**config.mk**
```make
export PLATFORM = sky130hd
export DESIGN_NAME = axi_lite_reg_slave
export DESIGN_NICKNAME = d
export VERILOG_FILES = /design/src/rtl/axi_lite_reg_slave_pkg.sv /design/src/rtl/axi_lite_regfile.sv /design/src/rtl/axi_lite_reg_slave.sv
export SDC_FILE = /design/constraint.sdc
export NUM_CORES = 1
export LEC_CHECK = 0
export CORE_AREA = 2 2 255 257
export CTS_CLUSTER_SIZE = 28
export DETAILED_ROUTE_END_ITERATION = 16
export DIE_AREA = 0 0 257 259
export HOLD_SLACK_MARGIN = 0.02
export PLACE_DENSITY = 0.77
export SYNTH_ARGS = -nofsm -noshare
export SYNTH_HDL_FRONTEND = slang
export SYNTH_SLANG_ARGS = --single-unit
```
**constraint.sdc**
```tcl
create_clock -name clk -period 4.7 [get_ports clk]
set_clock_uncertainty 0.1 [all_clocks]
set_input_delay 0.47 -clock clk [delete_from_list [all_inputs] [get_ports clk]]
set_output_delay 0.47 -clock clk [all_outputs]
set_load 0.03 [all_outputs]
```
**src/rtl/axi_lite_reg_slave_pkg.sv**
```systemverilog
`default_nettype none
// +--------------------------------------------------------------------+
// | Module   : axi_lite_reg_slave_pkg                                  |
// | Brief    : Shared defaults and address decode for the AXI-Lite     |
// |            register slave.                                         |
// | Revision : 1.0 - initial release                                   |
// +--------------------------------------------------------------------+
package axi_lite_reg_slave_pkg;

    localparam int ADDR_WIDTH_DEFAULT = 32;
    localparam int DATA_WIDTH_DEFAULT = 32;
    localparam int ID_WIDTH_DEFAULT   = 4;
    localparam int NUM_REGS_DEFAULT   = 16;

    localparam logic [31:0] VERSION_DEFAULT = 32'h0001_0000;
    localparam logic [31:0] DECERR_DEFAULT  = 32'hDEAD_BEEF;

    // Decoded address: mapped flag plus word index (index is zero-extended).
    typedef struct packed {
        logic        mapped;
        logic [31:0] idx;
    } decode_t;

    // Byte-lane bits are dropped, the next idx_bits form the index, and any
    // set bit above the index field makes the address unmapped.
    function automatic decode_t addr_decode(input logic [63:0] addr,
                                            input int          addr_lsb,
                                            input int          idx_bits);
        decode_t     d;
        logic [63:0] idx_mask;
        idx_mask = (64'd1 << idx_bits) - 64'd1;
        d.idx    = 32'((addr >> addr_lsb) & idx_mask);
        d.mapped = ((addr >> (addr_lsb + idx_bits)) == 64'd0);
        return d;
    endfunction

endpackage
`default_nettype wire

```
**src/rtl/axi_lite_regfile.sv**
```systemverilog
`default_nettype none
// +--------------------------------------------------------------------+
// | Module   : axi_lite_regfile                                        |
// | Brief    : Word register file with read-only version register 0,   |
// |            one write port and one combinational read port.         |
// | Revision : 1.0 - initial release                                   |
// +--------------------------------------------------------------------+
module axi_lite_regfile #(
    parameter int                    DATA_WIDTH = 32,
    parameter int                    NUM_REGS   = 16,
    parameter logic [DATA_WIDTH-1:0] VERSION    = '0,
    localparam int                   IDX_WIDTH  = $clog2(NUM_REGS)
) (
    input  logic                           clk,
    input  logic                           rst,
    input  logic                           we,
    input  logic [IDX_WIDTH-1:0]           widx,
    input  logic [DATA_WIDTH-1:0]          wdata,
    input  logic [IDX_WIDTH-1:0]           ridx,
    output logic [DATA_WIDTH-1:0]          rdata,
    output logic [NUM_REGS*DATA_WIDTH-1:0] regs_flat
);

    // Entry 0 is never written; register 0 is served from VERSION instead.
    logic [DATA_WIDTH-1:0] store [NUM_REGS];

    // Storage update: async clear, writes to index 0 are silently dropped.
    always_ff @(posedge clk or negedge rst) begin
        if (!rst) begin
            for (int i = 0; i < NUM_REGS; i++) begin
                store[i] <= '0;
            end
        end else if (we && (widx != '0)) begin
            store[widx] <= wdata;
        end
    end

    // Combinational read port with the register-0 read-only mux.
    always_comb begin
        rdata = store[ridx];
        if (ridx == '0) begin
            rdata = VERSION;
        end
    end

    for (genvar i = 0; i < NUM_REGS; i++) begin : g_flat
        if (i == 0) begin : g_ro
            assign regs_flat[0 +: DATA_WIDTH] = VERSION;
        end else begin : g_rw
            assign regs_flat[i*DATA_WIDTH +: DATA_WIDTH] = store[i];
        end
    end

endmodule
`default_nettype wire

```
**src/rtl/axi_lite_reg_slave.sv**
```systemverilog
`default_nettype none
// +--------------------------------------------------------------------+
// | Module   : axi_lite_reg_slave                                      |
// | Brief    : AXI-Lite responder (AR/R with ID, AW/W/B) backed by a   |
// |            word-addressed register file.                           |
// | Revision : 1.0 - initial release                                   |
// +--------------------------------------------------------------------+
module axi_lite_reg_slave
    import axi_lite_reg_slave_pkg::*;
#(
    parameter int                    ADDR_WIDTH  = ADDR_WIDTH_DEFAULT,
    parameter int                    DATA_WIDTH  = DATA_WIDTH_DEFAULT,
    parameter int                    ID_WIDTH    = ID_WIDTH_DEFAULT,
    parameter int                    NUM_REGS    = NUM_REGS_DEFAULT,
    parameter logic [DATA_WIDTH-1:0] VERSION     = DATA_WIDTH'(VERSION_DEFAULT),
    parameter logic [DATA_WIDTH-1:0] DECERR_DATA = DATA_WIDTH'(DECERR_DEFAULT)
) (
    input  logic                           clk,
    input  logic                           rst,
    input  logic [ADDR_WIDTH-1:0]          araddr,
    input  logic [ID_WIDTH-1:0]            arid,
    input  logic                           arvalid,
    output logic                           arready,
    output logic [DATA_WIDTH-1:0]          rdata,
    output logic [ID_WIDTH-1:0]            rid,
    output logic                           rvalid,
    input  logic                           rready,
    input  logic [ADDR_WIDTH-1:0]          awaddr,
    input  logic                           awvalid,
    output logic                           awready,
    input  logic [DATA_WIDTH-1:0]          wdata,
    input  logic                           wvalid,
    output logic                           wready,
    output logic                           bvalid,
    input  logic                           bready,
    output logic [NUM_REGS*DATA_WIDTH-1:0] regs_o
);

    localparam int IDX_WIDTH = $clog2(NUM_REGS);
    localparam int ADDR_LSB  = $clog2(DATA_WIDTH / 8);

    decode_t               rd_dec;
    decode_t               wr_dec;
    logic                  rd_hit;
    logic                  wr_hit;
    logic [IDX_WIDTH-1:0]  rd_idx;
    logic [IDX_WIDTH-1:0]  wr_idx;
    logic [DATA_WIDTH-1:0] rf_rdata;

    logic                  ar_hs;
    logic                  aw_hs;
    logic                  w_hs;
    logic                  commit;
    logic                  aw_held;
    logic                  w_held;
    logic [ADDR_WIDTH-1:0] awaddr_hold;
    logic [DATA_WIDTH-1:0] wdata_hold;

    // The index range test is redundant with the decode mask but keeps the
    // full decoded index meaningful for any parameterisation.
    assign rd_dec = addr_decode(64'(araddr), ADDR_LSB, IDX_WIDTH);
    assign wr_dec = addr_decode(64'(awaddr_hold), ADDR_LSB, IDX_WIDTH);
    assign rd_hit = rd_dec.mapped & (rd_dec.idx < 32'(NUM_REGS));
    assign wr_hit = wr_dec.mapped & (wr_dec.idx < 32'(NUM_REGS));
    assign rd_idx = rd_dec.idx[IDX_WIDTH-1:0];
    assign wr_idx = wr_dec.idx[IDX_WIDTH-1:0];

    assign arready = rst & (~rvalid | rready);
    assign awready = rst & ~aw_held;
    assign wready  = rst & ~w_held;
    assign ar_hs   = arvalid & arready;
    assign aw_hs   = awvalid & awready;
    assign w_hs    = wvalid & wready;
    assign commit  = aw_held & w_held & (~bvalid | bready);

    axi_lite_regfile #(
        .DATA_WIDTH (DATA_WIDTH),
        .NUM_REGS   (NUM_REGS),
        .VERSION    (VERSION)
    ) u_regfile (
        .clk       (clk),
        .rst       (rst),
        .we        (commit & wr_hit),
        .widx      (wr_idx),
        .wdata     (wdata_hold),
        .ridx      (rd_idx),
        .rdata     (rf_rdata),
        .regs_flat (regs_o)
    );

    // Single-stage read channel: capture data and ID on AR, release on R.
    always_ff @(posedge clk or negedge rst) begin
        if (!rst) begin
            rvalid <= 1'b0;
            rdata  <= '0;
            rid    <= '0;
        end else if (ar_hs) begin
            rvalid <= 1'b1;
            rid    <= arid;
            rdata  <= rd_hit ? rf_rdata : DECERR_DATA;
        end else if (rready) begin
            rvalid <= 1'b0;
        end
    end

    // AW/W one-deep holding registers; the held flag blocks new handshakes.
    always_ff @(posedge clk or negedge rst) begin
        if (!rst) begin
            aw_held     <= 1'b0;
            w_held      <= 1'b0;
            awaddr_hold <= '0;
            wdata_hold  <= '0;
        end else begin
            if (commit) begin
                aw_held <= 1'b0;
            end else if (aw_hs) begin
                aw_held     <= 1'b1;
                awaddr_hold <= awaddr;
            end
            if (commit) begin
                w_held <= 1'b0;
            end else if (w_hs) begin
                w_held     <= 1'b1;
                wdata_hold <= wdata;
            end
        end
    end

    // Write response: set on commit, which takes priority over a B handshake.
    always_ff @(posedge clk or negedge rst) begin
        if (!rst) begin
            bvalid <= 1'b0;
        end else if (commit) begin
            bvalid <= 1'b1;
        end else if (bready) begin
            bvalid <= 1'b0;
        end
    end

endmodule
`default_nettype wire

```
==> key figures <==
Floorplanning
  • Row count: 93
  • IO Pins: 660
  • Die W: about 260 µm
  • Core area: 63,900 µm²
  • Initial Util: 48.4%
  • DIE HEIGHT: 259 µm
  • DIE AREA: 66,600 µm²

Clocking
  • Number of buffers created by CTS: 68
  • Worst-skew pair later-pin latency: just over 0.6 ns
  • CTS Buffer Depth: 3
  • Clk sink count: 614
  • H-Tree Depth: 3
  • Root Buffer: clkbuf_16
  • Post_cts resized: 0
  • CTS tree: yes
  • CTS clk-pin slew, worst paths: 0.06 ns

Detailed routing
  • Final wirelength: roughly 95,000 µm
  • Drt wl/cell: just under 30 µm
  • DRC Markers: 0
  • First-pass iteration count of the detailed router: 5
  • Vias per cell: roughly 5.7
  • Routed vias: about 18,000
  • DR iter-0 viols: ~1,200
  • Routed Antenna Nets: 0

Timing
  • Count of final setup violators: 0
  • Unrepaired setup endpoints after global routing: no
  • Min cycle time layout: 3.32 ns
  • Final Worst Setup Slack: 1.38 ns
  • Fmax: ~300 MHz
  • Final Hold Fails: 0
  • Hold Worst Slack: 0.263 ns
  • Final Max Slew Viols: 0
  • Final period util: 70.7%
  • Rel. slew slack: 23.9%
  • Measured slew at the worst slew-check pin: 1.14 ns
  • Setup tns final: 0 ns

Placed design
  • Dpl hpwl: roughly 67,000 µm
  • IO Port Bufs: ~620
  • GPL Wtd Cong: 0.869
  • Place WS: 1.20 ns
  • Placed Cells: 3,105

Final layout
  • ANT cells: 0
  • Final design utilization: a little under three fifths
  • Layout cells sized above 1: between 10% and 20%
  • Non-Filler Instances: 3,225
  • Filler cells: 4,902
  • Multi-input logic area: roughly 11,000 µm²
  • Sequential cell area: 15,400 µm²
  • NumNets Final: 2,428
  • Area growth syn-to-layout: 18.3%

Critical path
  • Max incr delay on CP: around 0.71 ns
  • Worst setup SP type: register
  • Crit Path Max Fanout: 19
  • CP arrival: 3.69 ns
  • Req. time, crit path: ~5 ns
  • Crit-path leading delay family: simple AND/OR/NAND/NOR gates
  • Buf+Inv Stages, Crit Path: 2
  • Critical-path cell list: nor4_1, nand4_2, buf_4, nor4_4, buf_4, mux2_1
  • Setup CP Type: register to register
  • Crit path max-delay cell type: nand4_2
  • Worst path most repeated cell: buf_4
  • CP Capture Type: register

Global routing
  • Vias in the first global route: 19,600
  • GRT Overall Usage: 28.5%
  • First-pass GRT wire length: approximately 140,000 µm
  • Initial antenna violation count: 2
  • Grt total ovfl: 0
  • Largest net degree at the start of global routing: 176

Synth
  • Mean Syn Cell Area: 13.9 µm²
  • Synth top cells by count: dfrtp_1, buf_4, mux2_1
  • Post-synthesis cell area: approximately 31,000 µm²
  • Largest area contributor in the netlist: dfrtp_1
  • Post-synth EDFFs: 0
  • Post-Synthesis Cells: 2,228
  • Synth top area share: 49.6%
  • Register bit total from synthesis: just over 600
  • Ys Warns: 0
  • Post-synth ARST share: 100%
  • Dominant cell by count in the synthesized netlist: dfrtp_1
  • Distinct cells, synth: 33
  • Post-synthesis sequential area ratio: 49.6%
  • Ys flop type: dfrtp_1
  • Synth area leaders: dfrtp_1, mux2_1, buf_4

Power and ir drop
  • Pwr per Cell Area: 358 nW/µm²
  • Clock power share: a little over two fifths
  • Psw: roughly 3700 µW
  • Share of power burned in registers: 49.3%
  • Pint: 9470 µW
  • Comb power frac: 7.8%
  • Switching part of the total: 27.8%
  • Max VDD drop: 372 µV
  • Leak Pwr: 0.0171 µW

Run
  • Max-cap viol count: 0

Min path
  • Hold Path Class: input pin to asynchronous set/reset pin

Run status
  • Status: completed
[cells in the final DEF, fill, tap and decap left out, types with 12 or more instances in the layout]
cell             Yosys  final
conb_1               2     32
dfrtp_1            614    614
nand2_1             37     36
clkbuf_8             0     17
clkdlybuf4s50_1      0    618
clkbuf_16            0     70
mux2i_1             23     23
mux2_2              93     93
nor4_1              13     12
o221ai_1            23     23
nor2_1              36     36
buf_4              540     54
o211ai_1            23     23
nor4_4              10     16
clkbuf_1            99     12
mux2_1             472    472
mux4_2             128    128
a22o_1              16     16
[registers in the layout, summed over array words and instances, names as in the netlist]
| signal | flops |
|---|---|
| u_regfile.regs_flat | 480 |
| rdata | 32 |
| u_regfile.store | 32 |
| wdata_hold | 32 |
| awaddr_hold | 30 |
| rid | 4 |
| aw_held | 1 |
| bvalid | 1 |
| rvalid | 1 |
| w_held | 1 |
[stage by stage]
step                instance area [µm²]  power (µW)
finish                            36600       13100
global route                      36600       13600
global placement                  34300        7520
CTS                               36600       13200
detailed placement                34300        7600
floorplan                         31100        6850
[worst paths after layout]
path / startpoint / to / slack, ns / cells past startpoint
min in group clk: u_regfile.store[480] / u_regfile.store[480] / 0.27 / 0
worst min-delay path: rst / awaddr_hold[31] / 0.26 / 2
worst min register to register: u_regfile.store[480] / u_regfile.store[480] / 0.27 / 0
worst max-delay path: awaddr_hold[22] / u_regfile.regs_flat[474] / 1.38 / 6
max in group asynchronous: rst / wdata_hold[16] / 2.07 / 4
worst max register to register: awaddr_hold[22] / u_regfile.regs_flat[474] / 1.38 / 6
[repair_timing]
action                    4_1_cts  5_1_grt
buffers inserted                0        0
hold buffers                    1        0
hold endpoints to repair       44        0
[kinds of logic after synthesis]
kind of cell	Yosys count	synth area share (%)
buffers and inverters	688	15.1
AO/OA/AOI/OAI	77	2.00
multiplexers	716	30.6
other	2	0.0243
flip-flops	614	49.6
AND/OR/NAND/NOR	131	2.66
[metal layers]
| layer | wire (µm) | up-vias | track usage (%) |
|---|---|---|---|
| met5 | 0 | - | 0 |
| met2 | 47100 | 807 | 48.0 |
| li1 | - | 7561 | - |
| met4 | 4330 | 0 | 11.8 |
| met1 | 36700 | 9703 | 34.6 |
| met3 | 7300 | 196 | 8.16 |
[cell type report]
type / instances / share of cell area [%]
Clock buffer: 98 / 5.51
Clock inverter: 21 / 0.943
Multi-Input combinational cell: 956 / 30.3
Sequential cell: 614 / 41.9
Tap cell: 855 / 2.92
Timing Repair Buffer: 681 / 18.4
[power groups by stage]
stage | clock network, µW | logic (µW) | registers, µW
floorplan | 0 | 941 | 5900
global placement | 0 | 1010 | 6510
detailed placement | 0 | 1040 | 6560
CTS | 5710 | 1040 | 6470
global route | 5920 | 1110 | 6530
finish | 5620 | 1030 | 6480
No activity file was read; power rests on OpenSTA's default activity.
